==> config.mk <==
export PLATFORM = sky130hd
export DESIGN_NAME = lcd_text_fetch
export DESIGN_NICKNAME = d
export VERILOG_FILES = /design/src/rtl/lcd_text_fetch.sv
export SDC_FILE = /design/constraint.sdc
export NUM_CORES = 1
export LEC_CHECK = 0
export CAP_MARGIN = 20
export CORE_ASPECT_RATIO = 0.5
export CORE_MARGIN = 3
export CORE_UTILIZATION = 45
export DETAILED_ROUTE_END_ITERATION = 7
export DONT_BUFFER_PORTS = 1
export PLACE_DENSITY_LB_ADDON = 0.2
export SYNTH_ARGS = -nofsm -noshare
export SYNTH_HDL_FRONTEND = slang
export SYNTH_SLANG_ARGS = --single-unit
export TNS_END_PERCENT = 30
==> constraint.sdc <==
create_clock -name clk -period 1.74 [get_ports clk]
set_input_delay 0.174 -clock clk [delete_from_list [all_inputs] [get_ports clk]]
set_output_delay 0.174 -clock clk [all_outputs]
set_load 0.01 [all_outputs]
==> src/rtl/lcd_text_fetch.sv <==
// Text-mode fetch pipeline: pixel coords -> VRAM char -> font row -> RGB565.
// Fixed 4-clock latency with matched DE/HS/VS and a blinking block cursor.
module lcd_text_fetch #(
  parameter int          COLS         = 60,
  parameter int          ROWS         = 34,
  parameter logic [15:0] FG_COLOR     = 16'hFFFF,
  parameter logic [15:0] BG_COLOR     = 16'h0000,
  parameter int          BLINK_FRAMES = 30
) (
  input  logic        clk,
  input  logic        reset,
  input  logic [9:0]  pix_x,
  input  logic [9:0]  pix_y,
  input  logic        de_in,
  input  logic        hs_in,
  input  logic        vs_in,
  input  logic [12:0] cursor_addr,
  input  logic        cursor_en,
  output logic [12:0] vram_adb,
  output logic        vram_ceb,
  input  logic [7:0]  vram_dout,
  output logic [10:0] font_addr,
  input  logic [7:0]  font_data,
  output logic [4:0]  lcd_r,
  output logic [5:0]  lcd_g,
  output logic [4:0]  lcd_b,
  output logic        lcd_de,
  output logic        lcd_hs,
  output logic        lcd_vs
);

  localparam int CW =
    (BLINK_FRAMES > 1) ? $clog2(BLINK_FRAMES) : 1;

  localparam logic [6:0]    COLS_W  = 7'(COLS);
  localparam logic [6:0]    ROWS_W  = 7'(ROWS);
  localparam logic [12:0]   COLS_A  = 13'(COLS);
  localparam logic [12:0]   NCELL   = 13'(COLS * ROWS);
  localparam logic [CW-1:0] BLK_TOP = CW'(BLINK_FRAMES - 1);

  // Side-band bundle carried alongside the fetch
  typedef struct packed {
    logic       in_range;
    logic [2:0] x3;
    logic       hit;
    logic       de;
    logic       hs;
    logic       vs;
  } sb_t;

  logic [6:0]  col;
  logic [6:0]  row;
  logic [12:0] cell_addr;
  logic        in_range;
  logic        hit;

  logic [12:0] adb_q, adb_d;
  logic        ceb_q;
  logic [2:0]  y3_q;
  sb_t         sb1_q, sb1_d;
  sb_t         sb2_q;
  sb_t         sb3_q;
  logic [10:0] fa_q;
  logic [7:0]  glyph_q;

  logic [15:0] rgb_q, rgb_d;
  logic        de_q;
  logic        hs_q;
  logic        vs_q;

  logic          vs_prev_q;
  logic [CW-1:0] bcnt_q, bcnt_d;
  logic          phase_q, phase_d;
  logic          vs_rise;

  logic [2:0]  bit_idx;
  logic        pix_bit;
  logic        pixel_on;

  assign col       = pix_x[9:3];
  assign row       = pix_y[9:3];
  assign cell_addr = 13'(row) * COLS_A + 13'(col);
  assign in_range  = de_in && (col < COLS_W) && (row < ROWS_W);

  // Cursor can only match a real on-screen cell
  assign hit = in_range
            && (cursor_addr < NCELL)
            && (cell_addr == cursor_addr);

  // Stage-1 next state: address holds when no fetch is issued
  always_comb begin
    adb_d = adb_q;
    if (in_range) adb_d = cell_addr;
    sb1_d = '{
      in_range: in_range,
      x3:       pix_x[2:0],
      hit:      hit,
      de:       de_in,
      hs:       hs_in,
      vs:       vs_in
    };
  end

  // Stage 1: issue VRAM read and capture side-band
  always_ff @(posedge clk or posedge reset) begin
    if (reset) begin
      adb_q <= '0;
      ceb_q <= 1'b0;
      y3_q  <= '0;
      sb1_q <= '0;
    end else begin
      adb_q <= adb_d;
      ceb_q <= in_range;
      y3_q  <= pix_y[2:0];
      sb1_q <= sb1_d;
    end
  end

  // Stage 2: form font ROM address from returned char
  always_ff @(posedge clk or posedge reset) begin
    if (reset) begin
      fa_q  <= '0;
      sb2_q <= '0;
    end else begin
      fa_q  <= {vram_dout, y3_q};
      sb2_q <= sb1_q;
    end
  end

  // Stage 3: latch glyph row from the font ROM
  always_ff @(posedge clk or posedge reset) begin
    if (reset) begin
      glyph_q <= '0;
      sb3_q   <= '0;
    end else begin
      glyph_q <= font_data;
      sb3_q   <= sb2_q;
    end
  end

  // Bit 7 is the leftmost pixel, so index = 7 - x3
  assign bit_idx  = ~sb3_q.x3;
  assign pix_bit  = glyph_q[bit_idx];
  assign pixel_on = pix_bit
                  ^ (sb3_q.hit & cursor_en & phase_q);

  // Stage-4 colour select; DE-low or off-grid is black
  always_comb begin
    rgb_d = 16'h0000;
    if (sb3_q.in_range) begin
      rgb_d = pixel_on ? FG_COLOR : BG_COLOR;
    end
  end

  // Stage 4: register pixel and aligned syncs
  always_ff @(posedge clk or posedge reset) begin
    if (reset) begin
      rgb_q <= '0;
      de_q  <= 1'b0;
      hs_q  <= 1'b0;
      vs_q  <= 1'b0;
    end else begin
      rgb_q <= rgb_d;
      de_q  <= sb3_q.de;
      hs_q  <= sb3_q.hs;
      vs_q  <= sb3_q.vs;
    end
  end

  assign vs_rise = vs_in & ~vs_prev_q;

  // Frame counter next state, toggles phase on wrap
  always_comb begin
    bcnt_d  = bcnt_q;
    phase_d = phase_q;
    if (vs_rise) begin
      if (bcnt_q == BLK_TOP) begin
        bcnt_d  = '0;
        phase_d = ~phase_q;
      end else begin
        bcnt_d = bcnt_q + CW'(1);
      end
    end
  end

  // Blink state: count vsync rising edges
  always_ff @(posedge clk or posedge reset) begin
    if (reset) begin
      vs_prev_q <= 1'b0;
      bcnt_q    <= '0;
      phase_q   <= 1'b0;
    end else begin
      vs_prev_q <= vs_in;
      bcnt_q    <= bcnt_d;
      phase_q   <= phase_d;
    end
  end

  assign vram_adb  = adb_q;
  assign vram_ceb  = ceb_q;
  assign font_addr = fa_q;
  assign lcd_r     = rgb_q[15:11];
  assign lcd_g     = rgb_q[10:5];
  assign lcd_b     = rgb_q[4:0];
  assign lcd_de    = de_q;
  assign lcd_hs    = hs_q;
  assign lcd_vs    = vs_q;

endmodule

# Word-level counts from Yosys, hierarchy flattened
# Index checks and enable logic that the tools add are counted.
# op_classes
n_reduce_logical	5
order_cmp	4
eq_ne	2
addsub	2
mul	1
muxes	5
n_bitwise	7
# ops
op	n
$mux 16	2
$lt 7x6->1 const B	2
$add 13x7->13	1
$eq 13x13->1	1
$lt 13x11->1 const B	1
$mul 7x4->11 const B	1
$add 5x1->5 const B	1
$eq 5x5->1 const B	1
$mux 5	1
$logic_and 1x1->1	4
$lt 3x4->1 const B	1
$and 1x1->1	3
$bmux 1 s3	1
$not 3->3	1
$not 1->1	2
$reduce_and 2->1	1
$mux 1	1
$xor 1x1->1	1
# word_totals
elab_cells	54
output_inout_bits	44
input_bits	55
ff_bits	84

# Depth between registers and ports, before layout
# logic_depth
ltp_word	6
mapped_depth	14
ltp_nobuf	14

# Worst setup path after synthesis
# OpenSTA, ideal clock, no wires.
# synth_path
kind	input port to flip-flop
start	input pix_y[6]
end	register sb1_q[3] in the netlist's numbering
cell_stages	14
setup_ps	96
arrival_ps	3561
required_time_ps	1644
n_path_buf	0
setup_slack_ps	-1917
cell_sequence	inv_1 -> fa_1 -> fa_1 -> inv_1 -> ha_1 -> xor2_1 -> ha_1 -> o21a_1 -> o31a_1 -> nor2_1 -> nor2_1 -> xnor3_1 -> or4b_1 -> nor4_2
# synth_via
elab_chain_cells	4
word_cells_on_any_way	7
cone_classes	add/sub: 1; mul: 1; order compare: 1; eq/ne: 1; reduce/logical: 3
# synth_lines
item	line_no	source
from (decl)	13	input logic [9:0] pix_y,
$mul 7x4->11 / $lt 7x6->1 (equally long branches)	82, 83	
$add 13x7->13 / $logic_and 1x1->1 (equally long branches)	82, 83	
$eq 13x13->1 / $logic_and 1x1->1 (equally long branches)	88, 87	
$logic_and 1x1->1 (*)	88	&& (cell_addr == cursor_addr);
via hit	55	logic hit;
to (signal assigned)	110	sb1_q <= '0;
to (signal assigned)	115	sb1_q <= sb1_d;
to (decl)	60	sb_t sb1_q, sb1_d;
# The timed path passes the listed nets; every way through them passes the cells marked *.
# A chain may end at the register's enable or synchronous reset.

# Worst setup path after layout
# layout_path
start	input pix_y[3]
end	register sb1_q[3] in the netlist's numbering
# The elaborated chain is that of the path after synthesis.

==> flow_metrics.tcl <==
set metrics [dict create \
    htreeDepth 3 \
    synthesis.area_um2 3490 \
    power_switching_mw 1.90 \
    overflow 0 \
    antenna_found_initial 0 \
    cp_data_required_time_ps 1970 \
    ys_seq_elements 69 \
    finalWirelength_mm 6.86 \
    hold_viol 0 \
    clock-skew-final_ps 3.73 \
    pwr-share-seq_pct 33.9 \
    synth_edf_count 0 \
    dp.cells 404 \
    p_int_mw 4.25 \
    yosys.area.top_type "dfrtp_1" \
    cp.arrival_ps 3440 \
    hold_class "input port to flop" \
    antenna_left 0 \
    final_max_slew_viol_count 0 \
    vias_per_cell 4.82 \
    fin_crit_sh_pct 185 \
    synth_top_area_share_pct 49.4 \
    critPathLaunchType "input port" \
    place_congestion 0.765 \
    avgSynthCellArea_um2 12.5 \
    fin_ws_ps -1480 \
    cts.sinks 69 \
    core-area_um2 7430 \
    drive_above_1_share_pct 26.9 \
    p_comb_share_pct 39.8 \
    peakVddDrop_v 0.000573 \
    ys.flop_type "dfrtp_1" \
    drcViolationCount 0 \
    clock_latency_ps 320 \
    initial_core_util_pct 47.0 \
    violations "setup timing" \
    worstSetupPathType "input port to flop" \
    cts_root_buf "clkbuf_16" \
    cts_tree "done" \
    synth_fp_nets 371 \
    final-instance-count-excl-fill 449 \
    track_usage_pct 16.4 \
    dp_hpwl_mm 5.34 \
    max_freq_mhz 311 \
    synth.distinct_cells 41 \
    ys_top_cells_by_count "dfrtp_1, ha_1, inv_1" \
    io_buffers 0 \
    slew_headroom_pct 70.1 \
    die_area_um2 8920 \
    seq_area_frac_synth_pct 49.4 \
    post_drt_wl_per_cell_um 15.3 \
    clk_pin_slew_ps 50 \
    num_rows 22 \
    crit_path_end_kind "flop" \
    place_ws_ps -1830 \
    grt_pass1_vias 2391 \
    drt_iter0_markers 72 \
    cts_buffers 9 \
    cts_max_path_buffers 2 \
    power.leakage_nw 2.07 \
    pin_count 99 \
    synthesis.instances 279 \
    pwr-share-clk_pct 26.4 \
    grt_setup_unrepaired "true" \
    synthArstFlopShare_pct 100 \
    antenna_cells 0 \
    total_power_mw 6.15 \
    yosysMostFrequentCell "dfrtp_1" \
    power.density_nw_per_um2 1350 \
    yosysWarnings 0 \
    syn_to_final_growth_pct 30.8 \
    setup_viol 9 \
    fin_setup_tns_ps -10040 \
    fin_nets 440 \
    routed-via-count 2164 \
    synth_area_leaders "dfrtp_1, ha_1, fa_1" \
    grt_pass1_wl_mm 11.3 \
    die_h_um 68.3 \
    switching_share_pct 30.9 \
    outcome "finished, violations left" \
    dr.pass1.iters 4 \
    min_period_ps 3220 \
    worst_pin_slew_ps 453 \
    grt_max_degree 58 \
    max-cap-violations 0 \
    path_max_fanout 3 \
    chipWidth_um 131 \
]
==> worst paths after layout <==
check                                    from                      to  slack, ps  depth (start not counted)
setup reg to reg           sb3_q[4]$_DFF_PP0_     rgb_q[14]$_DFF_PP0_        310                          4
max in group asynchronous               reset      sb1_q[6]$_DFF_PP0_        870                          3
min in group asynchronous               reset  font_addr[5]$_DFF_PP0_        300                          2
hold reg to reg            sb2_q[7]$_DFF_PP0_      sb3_q[7]$_DFF_PP0_        350                          0
hold / removal                cursor_addr[12]      sb1_q[3]$_DFF_PP0_        150                          2
setup / recovery                     pix_y[3]      sb1_q[3]$_DFF_PP0_      -1480                         12
==> cell usage in the layout (no fill, tap or decap), types with 3 or more instances in the layout <==
cell type,n
ha_1,21
mux2_2,7
dlygate4sd3_1,28
mux2_4,4
nand4_1,5
nand3_1,3
nor2_1,10
clkbuf_16,9
o21bai_1,3
clkbuf_1,4
a21oi_1,7
inv_1,23
nand2b_1,3
fa_1,11
xnor2_1,17
dfrtp_1,69
nand2_1,4
buf_4,45
o21ai_0,13
nor3_1,4
nor2_2,3
xor2_1,9
ha_4,4
==> metrics by stage <==
step / util, % / cell area [µm²] / hold slack (ps)
after CTS: 60.9 / 4530 / 2.54
after floorplan: - / 3560 / 205
after detailed placement: 52.7 / 3920 / 24.6
final: 61.4 / 4570 / 151
after global placement: 52.7 / 3920 / 21.6
after global routing: 61.4 / 4570 / 154
==> per-layer routing <==
layer | global-route usage [%] | share of wire, %
met1 | 19.1 | 42
met2 | 30.3 | 53
met3 | 4.83 | 4.3
met4 | 4.23 | 0.92
met5 | 0 | 0
==> area by class of cell <==
type,instances,area [µm²]
Fill cell,569,2870
Sequential cell,69,1730
Multi-Input combinational cell,169,1710
Timing Repair Buffer,74,638
Inverter,25,101
Clock inverter,1,5.00
Tap cell,96,120
Clock buffer,15,268
==> state kept, by name, indices dropped and copies added, names as in the netlist <==
register and count:
vram_adb 13, font_addr 11, glyph_q 8, sb2_q 8
sb3_q 8, sb1_q 7, bcnt_q 5, y3_q 3
lcd_de 1, lcd_hs 1, lcd_vs 1, phase_q 1
rgb_q 1, vs_prev_q 1
==> critical path, stage by stage <==
cell and delay (ps):
fa_1 510, fa_1 550, fa_2 380, xor2_1 160
ha_1 300, o21a_1 120, o31a_1 190, nor2_2 60
nor2_2 120, xnor3_1 230, or4b_4 520, nor4_2 140
==> logic make-up (layout without fill, tap and decap cells) <==
kind of cell	Yosys count	count (layout)	synth area share, %
muxes	15	15	5.41
buffers and inverters	41	115	6.02
xor gates and xnor gates	32	32	9.35
adders and majority gates	37	37	15.8
and+or+nand+nor	48	48	7.52
DFF	69	69	49.4
AOI/OAI and AO/OA	37	37	6.41
==> power by group through the flow <==
stage                     registers [mW]  logic (mW)  clock network, mW
after floorplan                     2.05        1.49                  0
after global placement              2.11        2.12                  0
after detailed placement            2.11        2.20                  0
after CTS                           2.09        2.39               1.67
after global routing                2.11        2.70               1.75
final                               2.08        2.45               1.62
==> repair_timing <==
item / 4_1_cts / 5_1_grt
hold buffers: 27 / 1
buffers inserted: 1 / 0
pin swaps: 6 / 5
gates resized for setup: 9 / 6
endpoints found under the hold margin: 38 / 1
setup endpoints to repair: 10 / 10
(Power assumes the default switching activity.)
